**config.mk**
```make
export PLATFORM = sky130hd
export DESIGN_NAME = gbx_burst_split
export DESIGN_NICKNAME = d
export VERILOG_FILES = /design/src/rtl/gbx_pkg.sv /design/src/rtl/gbx_req_reg.sv /design/src/rtl/gbx_burst_split.sv
export SDC_FILE = /design/constraint.sdc
export NUM_CORES = 1
export LEC_CHECK = 0
export ABC_AREA = 1
export BUFFER_PORTS_ARGS = -buffer_cell sky130_fd_sc_hd__buf_2
export CORE_MARGIN = 4
export CORE_UTILIZATION = 50
export CTS_CLUSTER_SIZE = 28
export DETAILED_ROUTE_END_ITERATION = 7
export PLACE_DENSITY = 0.79
export SYNTH_ARGS = -nofsm -noshare
export SYNTH_HDL_FRONTEND = slang
export SYNTH_SLANG_ARGS = --single-unit
```
**constraint.sdc**
```tcl
create_clock -name clk -period 2.7 [get_ports clk]
set_input_delay 0.135 -clock clk [delete_from_list [all_inputs] [get_ports clk]]
set_output_delay 0.135 -clock clk [all_outputs]
set_load 0.05 [all_outputs]
```
**src/rtl/gbx_pkg.sv**
```systemverilog
`default_nettype none
// ============================================================================
// Module      : gbx_pkg
// Description : Shared GBX bus definitions. Contains bus widths, the beat-size
//               encoding, the burst-splitter state encoding and the helper
//               that converts a beat size into a byte-address increment.
// Revision    : 1.0 - initial release
// ============================================================================
package gbx_pkg;

    localparam int c_ADDR_W = 32;
    localparam int c_DATA_W = 32;
    localparam int c_LEN_W  = 4;
    localparam int c_SIZE_W = 2;

    // Beat size on greqsize; encoding 3 is not listed and behaves as WORD.
    typedef enum logic [1:0] {
        GBX_BYTE = 2'd0,
        GBX_HALF = 2'd1,
        GBX_WORD = 2'd2
    } gbx_size_t;

    typedef enum logic [1:0] {
        S_IDLE = 2'd0,
        S_WR   = 2'd1,
        S_RD   = 2'd2
    } gbx_split_state_t;

    // Byte distance between consecutive beats of a burst.
    function automatic logic [c_ADDR_W-1:0] gbx_beat_incr(input logic [c_SIZE_W-1:0] size);
        logic [c_ADDR_W-1:0] incr;
        case (size)
            GBX_BYTE: incr = 32'd1;
            GBX_HALF: incr = 32'd2;
            default:  incr = 32'd4;
        endcase
        return incr;
    endfunction

endpackage : gbx_pkg
`default_nettype wire

```
**src/rtl/gbx_req_reg.sv**
```systemverilog
`default_nettype none
// ============================================================================
// Module      : gbx_req_reg
// Description : One-entry valid/ready register for single-beat GBX requests.
//               Holds address, size, write flag, data, id and user. The entry
//               can be refilled in the same cycle it is drained, so a steady
//               stream passes at one beat per cycle.
// Ports       : clk, resetn         - clock, asynchronous active-low reset
//               i_valid / o_ready    - load side handshake
//               i_addr..i_user       - request fields to load
//               o_valid / i_ready    - drain side handshake
//               o_addr..o_user       - registered request fields
// Revision    : 1.0 - initial release
// ============================================================================
module gbx_req_reg
    import gbx_pkg::*;
#(
    parameter int ID_W   = 16,
    parameter int USER_W = 16
) (
    input  logic                clk,
    input  logic                resetn,
    input  logic                i_valid,
    output logic                o_ready,
    input  logic [c_ADDR_W-1:0] i_addr,
    input  logic [c_SIZE_W-1:0] i_size,
    input  logic                i_write,
    input  logic [c_DATA_W-1:0] i_data,
    input  logic [ID_W-1:0]     i_id,
    input  logic [USER_W-1:0]   i_user,
    output logic                o_valid,
    input  logic                i_ready,
    output logic [c_ADDR_W-1:0] o_addr,
    output logic [c_SIZE_W-1:0] o_size,
    output logic                o_write,
    output logic [c_DATA_W-1:0] o_data,
    output logic [ID_W-1:0]     o_id,
    output logic [USER_W-1:0]   o_user
);

    logic                r_valid, w_valid_nxt;
    logic [c_ADDR_W-1:0] r_addr,  w_addr_nxt;
    logic [c_SIZE_W-1:0] r_size,  w_size_nxt;
    logic                r_write, w_write_nxt;
    logic [c_DATA_W-1:0] r_data,  w_data_nxt;
    logic [ID_W-1:0]     r_id,    w_id_nxt;
    logic [USER_W-1:0]   r_user,  w_user_nxt;
    logic                w_load;

    // Free when empty or when the current entry leaves this cycle.
    assign o_ready = !r_valid || i_ready;
    assign w_load  = i_valid && o_ready;

    always_comb begin
        w_valid_nxt = r_valid;
        w_addr_nxt  = r_addr;
        w_size_nxt  = r_size;
        w_write_nxt = r_write;
        w_data_nxt  = r_data;
        w_id_nxt    = r_id;
        w_user_nxt  = r_user;
        if (w_load) begin
            w_valid_nxt = 1'b1;
            w_addr_nxt  = i_addr;
            w_size_nxt  = i_size;
            w_write_nxt = i_write;
            w_data_nxt  = i_data;
            w_id_nxt    = i_id;
            w_user_nxt  = i_user;
        end else if (i_ready) begin
            w_valid_nxt = 1'b0;
        end
    end

    always_ff @(posedge clk or negedge resetn) begin
        if (!resetn) begin
            r_valid <= 1'b0;
            r_addr  <= '0;
            r_size  <= '0;
            r_write <= 1'b0;
            r_data  <= '0;
            r_id    <= '0;
            r_user  <= '0;
        end else begin
            r_valid <= w_valid_nxt;
            r_addr  <= w_addr_nxt;
            r_size  <= w_size_nxt;
            r_write <= w_write_nxt;
            r_data  <= w_data_nxt;
            r_id    <= w_id_nxt;
            r_user  <= w_user_nxt;
        end
    end

    assign o_valid = r_valid;
    assign o_addr  = r_addr;
    assign o_size  = r_size;
    assign o_write = r_write;
    assign o_data  = r_data;
    assign o_id    = r_id;
    assign o_user  = r_user;

endmodule : gbx_req_reg
`default_nettype wire

```
**src/rtl/gbx_burst_split.sv**
```systemverilog
`default_nettype none
// ============================================================================
// Module      : gbx_burst_split
// Description : Splits multi-beat GBX requests into single-beat requests for
//               a single-beat GBX SRAM. One burst in flight at a time. Read
//               responses pass through combinationally with the burst id/user
//               re-attached and grsplast regenerated from a beat counter.
// Ports       : clk, resetn    - clock, asynchronous active-low reset
//               s_greq* / s_grsp* - upstream (slave) request/response port
//               m_greq* / m_grsp* - downstream (master) port to the SRAM
// Revision    : 1.0 - initial release
// ============================================================================
module gbx_burst_split
    import gbx_pkg::*;
#(
    parameter int ID_W   = 16,
    parameter int USER_W = 16
) (
    input  logic                clk,
    input  logic                resetn,
    // upstream request
    input  logic                s_greqvalid,
    input  logic                s_greqwrite,
    input  logic                s_greqdvalid,
    input  logic                s_greqdlast,
    input  logic [c_ADDR_W-1:0] s_greqaddr,
    input  logic [c_LEN_W-1:0]  s_greqlen,
    input  logic [c_SIZE_W-1:0] s_greqsize,
    input  logic [ID_W-1:0]     s_greqid,
    input  logic [USER_W-1:0]   s_grequser,
    input  logic [c_DATA_W-1:0] s_greqdata,
    output logic                s_greqready,
    // upstream response
    output logic                s_grspvalid,
    output logic                s_grspwerr,
    output logic                s_grsprerr,
    output logic                s_grsplast,
    output logic [c_DATA_W-1:0] s_grspdata,
    output logic [ID_W-1:0]     s_grspid,
    output logic [USER_W-1:0]   s_grspuser,
    input  logic                s_grspready,
    // downstream request
    output logic                m_greqvalid,
    output logic                m_greqwrite,
    output logic                m_greqdvalid,
    output logic                m_greqdlast,
    output logic [c_ADDR_W-1:0] m_greqaddr,
    output logic [c_LEN_W-1:0]  m_greqlen,
    output logic [c_SIZE_W-1:0] m_greqsize,
    output logic [ID_W-1:0]     m_greqid,
    output logic [USER_W-1:0]   m_grequser,
    output logic [c_DATA_W-1:0] m_greqdata,
    input  logic                m_greqready,
    // downstream response
    input  logic                m_grspvalid,
    input  logic                m_grspwerr,
    input  logic                m_grsprerr,
    input  logic                m_grsplast,
    input  logic [c_DATA_W-1:0] m_grspdata,
    input  logic [ID_W-1:0]     m_grspid,
    input  logic [USER_W-1:0]   m_grspuser,
    output logic                m_grspready
);

    gbx_split_state_t    r_state, w_state_nxt;
    logic [c_ADDR_W-1:0] r_addr,  w_addr_nxt;   // address of the next beat to load
    logic [c_LEN_W-1:0]  r_len,   w_len_nxt;
    logic [c_SIZE_W-1:0] r_size,  w_size_nxt;
    logic [ID_W-1:0]     r_id,    w_id_nxt;
    logic [USER_W-1:0]   r_user,  w_user_nxt;
    logic                r_write, w_write_nxt;
    // One bit wider than len so a 16-beat read can count past beat 15.
    logic [c_LEN_W:0]    r_iss,   w_iss_nxt;
    logic [c_LEN_W-1:0]  r_rcv,   w_rcv_nxt;

    logic                w_rr;
    logic                w_ld_valid;
    logic [c_ADDR_W-1:0] w_ld_addr;
    logic [c_SIZE_W-1:0] w_ld_size;
    logic                w_ld_write;
    logic [c_DATA_W-1:0] w_ld_data;
    logic [ID_W-1:0]     w_ld_id;
    logic [USER_W-1:0]   w_ld_user;
    logic                w_in_rd;
    logic                w_rsp_hs;
    logic                w_unused;

    assign w_in_rd     = (r_state == S_RD);
    assign w_rsp_hs    = w_in_rd && m_grspvalid && s_grspready;
    assign s_greqready = !w_in_rd && w_rr;

    always_comb begin
        w_state_nxt = r_state;
        w_addr_nxt  = r_addr;
        w_len_nxt   = r_len;
        w_size_nxt  = r_size;
        w_id_nxt    = r_id;
        w_user_nxt  = r_user;
        w_write_nxt = r_write;
        w_iss_nxt   = r_iss;
        w_rcv_nxt   = r_rcv;
        w_ld_valid  = 1'b0;
        w_ld_addr   = r_addr;
        w_ld_size   = r_size;
        w_ld_write  = r_write;
        w_ld_id     = r_id;
        w_ld_user   = r_user;
        w_ld_data   = r_write ? s_greqdata : '0;

        case (r_state)
            S_IDLE: begin
                // Header acceptance also loads beat 0, so the first
                // downstream request appears the following cycle.
                if (s_greqvalid && w_rr) begin
                    w_addr_nxt  = s_greqaddr + gbx_beat_incr(s_greqsize);
                    w_len_nxt   = s_greqlen;
                    w_size_nxt  = s_greqsize;
                    w_id_nxt    = s_greqid;
                    w_user_nxt  = s_grequser;
                    w_write_nxt = s_greqwrite;
                    w_iss_nxt   = 5'd1;
                    w_rcv_nxt   = '0;
                    w_ld_valid  = 1'b1;
                    w_ld_addr   = s_greqaddr;
                    w_ld_size   = s_greqsize;
                    w_ld_write  = s_greqwrite;
                    w_ld_id     = s_greqid;
                    w_ld_user   = s_grequser;
                    w_ld_data   = s_greqwrite ? s_greqdata : '0;
                    if (!s_greqwrite) begin
                        w_state_nxt = S_RD;
                    end else if (s_greqlen != '0) begin
                        w_state_nxt = S_WR;
                    end
                end
            end

            S_WR: begin
                // Beat count decides the end of the burst; greqdlast is not used.
                if (s_greqdvalid && w_rr) begin
                    w_ld_valid = 1'b1;
                    w_addr_nxt = r_addr + gbx_beat_incr(r_size);
                    w_iss_nxt  = r_iss + 5'd1;
                    if (r_iss[c_LEN_W-1:0] == r_len) begin
                        w_state_nxt = S_IDLE;
                    end
                end
            end

            S_RD: begin
                if ((r_iss <= {1'b0, r_len}) && w_rr) begin
                    w_ld_valid = 1'b1;
                    w_addr_nxt = r_addr + gbx_beat_incr(r_size);
                    w_iss_nxt  = r_iss + 5'd1;
                end
                if (w_rsp_hs) begin
                    w_rcv_nxt = r_rcv + 4'd1;
                    if (r_rcv == r_len) begin
                        w_state_nxt = S_IDLE;
                    end
                end
            end

            default: w_state_nxt = S_IDLE;
        endcase
    end

    always_ff @(posedge clk or negedge resetn) begin
        if (!resetn) begin
            r_state <= S_IDLE;
            r_addr  <= '0;
            r_len   <= '0;
            r_size  <= '0;
            r_id    <= '0;
            r_user  <= '0;
            r_write <= 1'b0;
            r_iss   <= '0;
            r_rcv   <= '0;
        end else begin
            r_state <= w_state_nxt;
            r_addr  <= w_addr_nxt;
            r_len   <= w_len_nxt;
            r_size  <= w_size_nxt;
            r_id    <= w_id_nxt;
            r_user  <= w_user_nxt;
            r_write <= w_write_nxt;
            r_iss   <= w_iss_nxt;
            r_rcv   <= w_rcv_nxt;
        end
    end

    gbx_req_reg #(
        .ID_W   (ID_W),
        .USER_W (USER_W)
    ) u_req_reg (
        .clk     (clk),
        .resetn  (resetn),
        .i_valid (w_ld_valid),
        .o_ready (w_rr),
        .i_addr  (w_ld_addr),
        .i_size  (w_ld_size),
        .i_write (w_ld_write),
        .i_data  (w_ld_data),
        .i_id    (w_ld_id),
        .i_user  (w_ld_user),
        .o_valid (m_greqvalid),
        .i_ready (m_greqready),
        .o_addr  (m_greqaddr),
        .o_size  (m_greqsize),
        .o_write (m_greqwrite),
        .o_data  (m_greqdata),
        .o_id    (m_greqid),
        .o_user  (m_grequser)
    );

    assign m_greqdvalid = m_greqwrite;
    assign m_greqdlast  = 1'b1;
    assign m_greqlen    = '0;

    // Responses only belong to a read burst; anything else is drained
    // downstream and hidden from the upstream port.
    assign s_grspvalid = w_in_rd && m_grspvalid;
    assign s_grspwerr  = w_in_rd && m_grspwerr;
    assign s_grsprerr  = w_in_rd && m_grsprerr;
    assign s_grsplast  = w_in_rd && (r_rcv == r_len);
    assign s_grspdata  = m_grspdata;
    assign s_grspid    = r_id;
    assign s_grspuser  = r_user;
    assign m_grspready = w_in_rd ? s_grspready : 1'b1;

    assign w_unused = &{1'b0, s_greqdlast, m_grsplast, m_grspid, m_grspuser};

endmodule : gbx_burst_split
`default_nettype wire
```
; ---- Yosys cells after proc, flatten, opt, wreduce, memory -nomap -nowiden
; Cells that the tools add are included.
[word_totals]
reg_bits = 182
latchBits = 0
ramBits = 0
mem_bits_ro = 0
input_bits = 178
out_inout_bits = 176
mem_count = 0
[classes]
n_addsub = 5
mul = 0
div_mod_pow = 0
n_lt_le_gt_ge = 1
n_eq_ne = 13
shifts = 0
n_mux = 48
bitwise_logic = 0
reduce_logical = 24
[op_table]
columns = operator, n
row1 = 32-bit two-way mux, 15
row2 = 32-bit adder, 3
row3 = 32-bit one-hot mux with 3 select lines, 1
row4 = 16-bit two-way mux, 4
row5 = 2-bit two-way mux, 9
row6 = 5-bit two-way mux, 3
row7 = 5-bit one-hot mux with 3 select lines, 1
row8 = 3-bit one-hot mux with 2 select lines, 2
row9 = 1-bit logical AND, 10
row10 = 4-bit equality test, 2
row11 = 1-bit two-way mux, 8
row12 = 4-bit two-way mux, 2
row13 = 4-bit one-hot mux with 2 select lines, 1
row14 = 2-bit by 1-bit equality test with 1-bit output (second input constant), 3
row15 = 2-bit zero test, 3
row16 = 2-bit by 1-bit inequality test with 1-bit output (second input constant), 3
row17 = 2-bit inequality test (second input constant), 3
row18 = 2-bit one-hot mux with 3 select lines, 1
row19 = 6-bit AND reduction, 1
row20 = 5-bit by 1-bit adder with 5-bit output (second input constant), 1
row21 = 5-bit by 4-bit <= comparator with 1-bit output, 1
row22 = 4-bit by 1-bit adder with 4-bit output (second input constant), 1
row23 = 4-bit AND reduction, 1
row24 = 2-bit nonzero test, 2
row25 = 9 further kinds, 10

; ---- Longest topological paths before layout
; Gate-level depths: netlist of the first run.
[depth]
depth_word = 8
mapped_depth = 15

; ---- Modules after synthesis
; Synthesis of the first run repeated with hierarchy kept, for this count alone.
[hier_totals]
hier_cells = 1557
area_unflattened_um2 = 10884.2
[by_module_without_submodules]
columns = module, n_inst, cells_each, area_per_inst_um2, seq_area_each_um2
row1 = gbx_burst_split, 1, 1124, 6851.6, 2052.0
row2 = gbx_req_reg, 1, 433, 4032.6, 2502.4

; ---- Least setup slack after synthesis of the first run
; Ideal clock, no wire load.
[synth_timing]
kind = reg-to-reg
from = register r_size[1]
to = register r_addr[20]
arrival_time_ps = 1809
t_required_ps = 2584
path_slack_ps = 774
stages_incl_launch_ff = 15
n_path_buf = 0
path_cell_list = dfrtp_1 -> nor2_1 -> ha_1 -> fa_1 -> nand2_1 -> nand2_1 -> nand2_1 -> nor2_1 -> inv_1 -> nor2_1 -> nand2_1 -> nand2_1 -> nand3_1 -> nand2_1 -> nand2_1
[synth_via]
elab_chain_cells = 7
[synth_lines]
columns = item, line
row1 = from (decl), gbx_burst_split.sv:68  ; logic [c_SIZE_W-1:0] r_size, w_size_nxt;
row2 = from (signal assigned), gbx_burst_split.sv:183  ; r_size <= w_size_nxt;
row3 = 2-bit by 1-bit equality test with 1-bit output / 2-bit zero test (equally long branches), gbx_pkg.sv:32  ; case (size)
row4 = 3-bit one-hot mux with 2 select lines (*), gbx_pkg.sv:32
row5 = "32-bit two-way mux, on equally long branches", "gbx_burst_split.sv:151, gbx_burst_split.sv:140"
row6 = 32-bit two-way mux, gbx_burst_split.sv:110  ; case (r_state)
row7 = "32-bit adder, on equally long branches", "gbx_burst_split.sv:153, gbx_burst_split.sv:142"
row8 = "32-bit two-way mux, on equally long branches", "gbx_burst_split.sv:151, gbx_burst_split.sv:140"
row9 = 32-bit one-hot mux with 3 select lines (*), gbx_burst_split.sv:110
row10 = to (signal assigned), gbx_burst_split.sv:181  ; r_addr <= w_addr_nxt;
row11 = to (decl), gbx_burst_split.sv:66  ; logic [c_ADDR_W-1:0] r_addr, w_addr_nxt;
; Every way passes the cells marked *; elsewhere a longest branch is shown, timed or not. The select of a mux whose other input is x is not followed.
; A chain may end at the register's enable or synchronous reset.

; ---- Worst setup path in the final report of the first run
[layout_timing]
from = register r_len[2]
to = register u_req_reg.r_id[7], in the netlist u_req_reg.o_id[7]
[layout_via]
elab_chain_cells = 5
[layout_lines]
columns = item, line
row1 = from (decl), gbx_burst_split.sv:67  ; logic [c_LEN_W-1:0] r_len, w_len_nxt;
row2 = from (signal assigned), gbx_burst_split.sv:182  ; r_len <= w_len_nxt;
row3 = 5-bit by 4-bit <= comparator with 1-bit output, gbx_burst_split.sv:151  ; if ((r_iss <= {1'b0, r_len}) && w_rr) begin
row4 = 1-bit logical AND, gbx_burst_split.sv:151
row5 = 1-bit two-way mux, gbx_burst_split.sv:151
row6 = 1-bit one-hot mux with 3 select lines, gbx_burst_split.sv:110
row7 = 1-bit logical AND, gbx_req_reg.sv:52  ; assign w_load = i_valid && o_ready;
row8 = to (signal assigned), gbx_req_reg.sv:90  ; r_id <= w_id_nxt;
row9 = to (decl), gbx_req_reg.sv:46  ; logic [ID_W-1:0] r_id, w_id_nxt;
; No other way between the ends.

==> flow_summary.ini, run 1 <==
[pwr]
p_leak_nw = 7.00
total_power_mw = 18.1
worst_ir_drop_vdd_mv = 0.798
p_per_area_mw_per_mm2 = 1400

[clock_tree]
clock_tree.buffer_depth = 2
cts_htree_levels = 4
postCtsSetupRepairBufs = 0
cts_sinks = 182
clkSlewWorstSetupHoldPaths_ns = 0.08
cts.root.buffer_cell = clkbuf_16
tritoncts.num_buffers = 17
cts_tree = yes
clkLatencyLatePin_ns = 0.44

[sta]
rsz0062_at_grt = no
finalHoldViolations = 0
setup_tns_ns = 0
fin_worst_skew_ns = 0.0155
slew-limit-headroom = 0.494
achievable-frequency_ghz = 0.421
worstMarginPinSlew_ns = 0.758
setup_viol = 0
finalCritPeriodShare = 0.880
finalMaxSlewViolations = 0
period_needed_ns = 2.38
worst_hold_slack_ns = 0.0139

[worst_setup_path]
worst_r2r_start = r_len[2]$_DFFE_PN0P_
worst_ep_arrival_time_ns = 2.75
worstPathMaxFanout = 70
startpoint_type = flop
r2r_path_end = u_req_reg.o_id[7]$_DFFE_PN0P_
ff2ff_path_depth = 13
r2r_slack_ns = 0.32
worst-endpoint-required_ns = 3.07
criticalPathCategory = flop to flop
setup.worst_path.end_class = flop

[cells_and_area]
final_design_area_no_fill_mm2 = 0.0129
flow.area_growth_from_synthesis_pct = 20.7
post-route-util = 0.615
final_layout_size_suffix_gt1_frac = 0.184
finish.net_count = 1954

[floorplanning]
floorplan.die.width_um = 154
die_h_um = 154
core_outline_area_mm2 = 0.0210
design.die.area_mm2 = 0.0238
floorplan.initialDensity = 0.509
row_count = 53
io-pin-count = 354

[synthesis]
mapped_cells = 1529
yosysUniqueCellTypes = 37
synth_area_per_cell_um2 = 7.00
syn-cell-area_mm2 = 0.0107
postSynth.asyncResetShare = 1.00
synth.yosys.warnings = 0
synth_edf_count = 0
synth.ff_latch_count = 182
synth_sequential_area_ratio = 0.425
commonest_register_cell_after_synthesis = dfrtp_1

[grt]
grt_first_pass_wirelength_um = 54300
grt_start_max_net_pins = 101
grt-ovfl-total = 0
grt.total_usage = 0.281
via_count_of_the_first_global_routing_pass = 10419
grt_antenna_before_repair = 3

[min_path]
hold_path_class = input pin to flop
worst_hold_path.num_cells = 3
hold_end = r_size[1]$_DFF_PN0_
holdCritStartpoint = s_greqsize[1]

[place]
rd_place_congestion = 0.985
post_dp_cell_area_mm2 = 0.0119
detailed_place_hpwl_um = 23800
placement.io_buffers = 250

[status]
status = completed

[detailed_routing]
wl_per_cell_um = 16.6
number_of_search_and_repair_iterations_in_the_first_detailed_routing_pass = 6
drt_wl_total_um = 33900
num_vias = 10975
drt_first_iter_violations = 1089
drc = 0
ant_nets = 0
detail_route.vias_per_cell = 5.36

[job]
max_cap_violations = 0
-- critical path, stage by stage (launching register included) --
cell and delay, ns:
dfrtp_1 0.38, inv_1 0.08, ha_1 0.30, nand2_1 0.09, inv_1 0.10, nand4_1 0.08
nand3_1 0.08, nand2_1 0.07, nand3_1 0.11, nand2_4 0.08, nand2_4 0.06, buf_4 0.59
nand2_1 0.15, nand2_1 0.11
-- through the flow --
| stage | std cells | worst slack (ns) |
|---|---|---|
| after global routing | 2047 | 0.154 |
| after CTS | 2046 | 0.365 |
| after global placement | 1976 | 0.480 |
| final | 2047 | 0.323 |
| after floorplan | 1532 | 0.774 |
| after detailed placement | 1976 | 0.419 |
-- layout by cell type, fill, tap and decap left out, drive strengths merged --
cell type,instances
nand2,717
buf,271
dfrtp,182
nand3,128
nor2,121
inv,90
o21ai,68
nand3b,43
dlygate4sd3,38
clkbuf,17
ha,16
a21oi,16
nand4,15
xor2,8
xnor2,7
clkinv,7
nor3,5
conb,5
or2,3
o31ai,2
mux2i,2
fa,2
diode,1
o21a,1
a21boi,1
o21bai,1
a21o,1
nor3b,1
a22oi,1
o22ai,1
clkinvlp,1
-- cell usage after synthesis, types with 7 or more instances --
| cell type | count | area share |
|---|---|---|
| a21oi_1 | 15 | 0.0070 |
| nand3b_1 | 43 | 0.030 |
| nor2_1 | 120 | 0.042 |
| xnor2_1 | 7 | 0.0057 |
| nand3_1 | 128 | 0.060 |
| nand2_1 | 710 | 0.25 |
| dfrtp_1 | 182 | 0.43 |
| nand4_1 | 15 | 0.0088 |
| buf_4 | 43 | 0.030 |
| buf_2 | 24 | 0.011 |
| clkbuf_1 | 23 | 0.0081 |
| inv_1 | 79 | 0.028 |
| xor2_1 | 8 | 0.0065 |
| o21ai_0 | 62 | 0.029 |
| buf_6 | 7 | 0.0074 |
| ha_1 | 16 | 0.019 |
-- per-layer routing --
metal  global-route usage  up-vias  share of wire
li1                     -     5236              -
met1                0.364     5123           0.40
met2                0.467      529           0.48
met3               0.0548       83          0.085
met4                0.106        4          0.035
met5                    0        -        0.00071
-- cell families (layout without fill, tap and decap cells) --
logic type,Yosys count,after routing,share of synthesized area
and+or+nand+nor,1033,1033,0.401
adders and majority gates,18,18,0.0224
buffers and inverters,185,424,0.0876
other,2,6,0.000701
xor gates and xnor gates,15,15,0.0123
muxes,2,2,0.00187
DFF,182,182,0.425
AOI/OAI and AO/OA,92,92,0.0486
-- report_power, final --
part	leakage [nW]	switching (mW)	internal (mW)
clock	0.297	1.30	1.28
sequential	2.31	0.906	4.01
combinational	4.38	7.92	2.65
-- worst max path at each step --
| stage | from | end | slack (ns) | cells after the start |
|---|---|---|---|---|
| after detailed placement | s_greqsize[1] | r_addr[22]$_DFFE_PN0P_ | 0.42 | 14 |
| final | r_len[2]$_DFFE_PN0P_ | u_req_reg.o_id[7]$_DFFE_PN0P_ | 0.32 | 13 |
| after global placement | s_greqsize[0] | r_addr[22]$_DFFE_PN0P_ | 0.48 | 14 |
| after global routing | r_len[2]$_DFFE_PN0P_ | u_req_reg.o_user[12]$_DFFE_PN0P_ | 0.15 | 13 |
| after floorplan | r_size[1]$_DFF_PN0_ | r_addr[20]$_DFFE_PN0P_ | 0.77 | 14 |
| after CTS | r_len[2]$_DFFE_PN0P_ | u_req_reg.o_addr[6]$_DFFE_PN0P_ | 0.36 | 13 |
-- final cells by class --
| cell class | count | area, µm² |
|---|---|---|
| flip-flops and latches | 182 | 4550 |
| fillers | 1852 | 8100 |
| multi-input cells | 1165 | 5230 |
| diodes | 1 | 2.50 |
| clock inverters | 15 | 198 |
| inverters | 83 | 313 |
| repair buffers | 309 | 1860 |
| well taps | 275 | 344 |
| clock buffers | 17 | 425 |
-- timing repair --
item,in CTS,in global routing
gates resized for setup,0,0
endpoints found under the setup margin,0,0
hold buffers,38,0
endpoints found under the hold margin,108,0
-- state kept, by name, summed over array words and instances, names as in the netlist, 2 cells and up --
register and flops:
r_addr 32, u_req_reg.o_addr 32, u_req_reg.o_user 16, s_grspid 16
r_iss 5, r_size 2, u_req_reg.o_size 2, s_grspuser 16
r_state 2, u_req_reg.o_id 16, u_req_reg.o_data 32, r_rcv 4
r_len 4
No activity file was read; power rests on OpenSTA's default activity.
==> run 2, diff against run 1 <==
Settings changed: BUFFER_PORTS_ARGS -buffer_cell sky130_fd_sc_hd__buf_2 to -buffer_cell sky130_fd_sc_hd__clkbuf_2.
==> run 2 against run 1 <==
Effect of this change: largest cell class unchanged; die area is the same; critical path type unchanged; routed wire length grew 3.0%; clock skew grew 0.0032 ns; clock-buffer cell count is the same; via count grew 0.62%; critical path depth shrank 1; first-iteration DRC count shrank 3.1%; sequential cell count is the same; global-route usage grew 0.95 points; hold slack gained 0.0016 ns; combinational power is essentially flat.
==> flow_summary.ini, run 2 (same netlist as run 1, synthesis figures left out) <==
[floorplanning]
design.die.area_mm2 = 0.0238
die_h_um = 154
floorplan.initialDensity = 0.509
io-pin-count = 354
core_outline_area_mm2 = 0.0210
row_count = 53
floorplan.die.width_um = 154

[detailed_routing]
drt_first_iter_violations = 1055
drc = 0
number_of_search_and_repair_iterations_in_the_first_detailed_routing_pass = 8
detail_route.vias_per_cell = 5.36
num_vias = 11043
drt_wl_total_um = 34900
ant_nets = 0
wl_per_cell_um = 17.0

[grt]
grt_antenna_before_repair = 0
via_count_of_the_first_global_routing_pass = 10712
grt_first_pass_wirelength_um = 55800
grt-ovfl-total = 0
grt.total_usage = 0.290
grt_start_max_net_pins = 100

[sta]
finalMaxSlewViolations = 0
slew-limit-headroom = 0.478
setup_tns_ns = 0
period_needed_ns = 2.37
fin_worst_skew_ns = 0.0187
setup_viol = 0
setup_ws_ns = 0.328
worstMarginPinSlew_ns = 0.782
finalHoldViolations = 0
rsz0062_at_grt = no
achievable-frequency_ghz = 0.422
finalCritPeriodShare = 0.879

[pwr]
total_power_mw = 18.1
p_leak_nw = 7.02
worst_ir_drop_vdd_mv = 1.41
p_per_area_mw_per_mm2 = 1390

[worst_setup_path]
timing.critical_path.mode_cell = nand2_1
worst_ep_arrival_time_ns = 2.75
r2r_slack_ns = 0.33
family_with_the_most_delay_on_the_worst_path = simple AND/OR/NAND/NOR gates
setup.worst_path.end_class = flop
startpoint_type = flop
critical_path.slowest_cell = buf_4
worst-path-buf-inv = 2
cpPeakStageDelay_ns = 0.56
worst-endpoint-required_ns = 3.08
worstPathMaxFanout = 68
criticalPathCategory = flop to flop
cp_cell_sequence = ha_1 -> nand2_1 -> inv_1 -> nand4_1 -> nand3_1 -> nand2_1 -> nand3_1 -> nand2_4 -> nand2_4 -> buf_4 -> nand2_1 -> nand2_1

[cells_and_area]
layout.cells.most_common = nand2_1
final_layout_size_suffix_gt1_frac = 0.183
mostFrequentLayoutCells = 710 x nand2_1, 249 x clkbuf_2, 182 x dfrtp_1
finish.net_count = 1967
insertedDiodeCount = 0
flow.area_growth_from_synthesis_pct = 21.7
post-route-util = 0.620
layout.cells.non_filler = 2059

[place]
place_ws_ns = 0.406
placement.io_buffers = 250
detailed_place_hpwl_um = 24400
placed_cells = 1976
rd_place_congestion = 1.01

[clock_tree]
cts_htree_levels = 4
clock_tree.buffer_depth = 2
cts_sinks = 182
tritoncts.num_buffers = 17
clkSlewWorstSetupHoldPaths_ns = 0.08
cts_tree = yes
cts.root.buffer_cell = clkbuf_16
clkLatencyLatePin_ns = 0.44
postCtsResizedCells = 0

[min_path]
hold_path_class = input pin to flop

[job]
max_cap_violations = 0

[status]
status = completed
run 2: cell count changes in the layout (fill, tap and decap cells not counted):
| cell | before | now |
|---|---|---|
| buf_12 | 5 | 4 |
| clkinv_8 | 5 | 4 |
| buf_2 | 249 | 0 |
| dlygate4sd3_1 | 38 | 51 |
| inv_8 | 3 | 5 |
| clkbuf_2 | 0 | 249 |
| buf_4 | 16 | 17 |
| diode_2 | 1 | 0 |
| inv_12 | 3 | 2 |
run 2: path summary, 6_finish.rpt:
check                                                 from                         endpoint  cells after the start
min                                          s_greqsize[0]              r_size[0]$_DFF_PN0_                      3
max                                   r_iss[1]$_DFFE_PN0P_  u_req_reg.o_user[3]$_DFFE_PN0P_                     12
max in group asynchronous                           resetn          s_grspuser[1]$_DFF_PN0_                      3
min in group asynchronous                           resetn         s_grspuser[13]$_DFF_PN0_                      2
max reg2reg                           r_iss[1]$_DFFE_PN0P_  u_req_reg.o_user[3]$_DFFE_PN0P_                     12
min reg2reg                u_req_reg.o_data[1]$_DFFE_PN0P_  u_req_reg.o_data[1]$_DFFE_PN0P_                      2
run 2: power breakdown:
part           total [mW]  internal (mW)  switching (mW)
clock                2.56           1.27            1.29
sequential           4.97           4.02           0.953
combinational        10.6           2.61            7.99
run 2: what timing repair did:
action | in CTS | in global routing
hold endpoints to repair | 102 | 0
setup buffers | 0 | 0
hold buffers | 51 | 0
run 2: metal layers:
metal / global-route usage / vias to the layer above / share of wire
met2: 0.483 / 571 / 0.48
met3: 0.0604 / 114 / 0.085
met4: 0.125 / 0 / 0.045
met5: 0 / - / 0
li1: - / 5253 / -
met1: 0.367 / 5105 / 0.39
run 2: cell type report:
| class | instances | area (µm²) |
|---|---|---|
| inverter | 83 | 313 |
| fill | 1819 | 7990 |
| timing repair buffer | 322 | 1980 |
| clock buffer | 17 | 425 |
| tap | 275 | 344 |
| sequential | 182 | 4550 |
| clock inverter | 15 | 188 |
| multi-input combinational | 1165 | 5230 |
run 2: metrics by stage:
stage	hold slack, ns	instance area, µm²
2_1_floorplan	-0.161	10700
3_3_place_gp	0.153	11900
3_5_place_dp	0.154	11900
4_1_cts	0.000754	13000
5_1_grt	0.0220	13000
6_report	0.0155	13000
run 2: worst register-to-register path, cell delays in order (launching register included):
cell and delay, ns:
dfrtp_1 0.45, ha_1 0.32, nand2_1 0.07, inv_1 0.09
nand4_1 0.11, nand3_1 0.10, nand2_1 0.07, nand3_1 0.12
nand2_4 0.08, nand2_4 0.06, buf_4 0.56, nand2_1 0.19
nand2_1 0.11
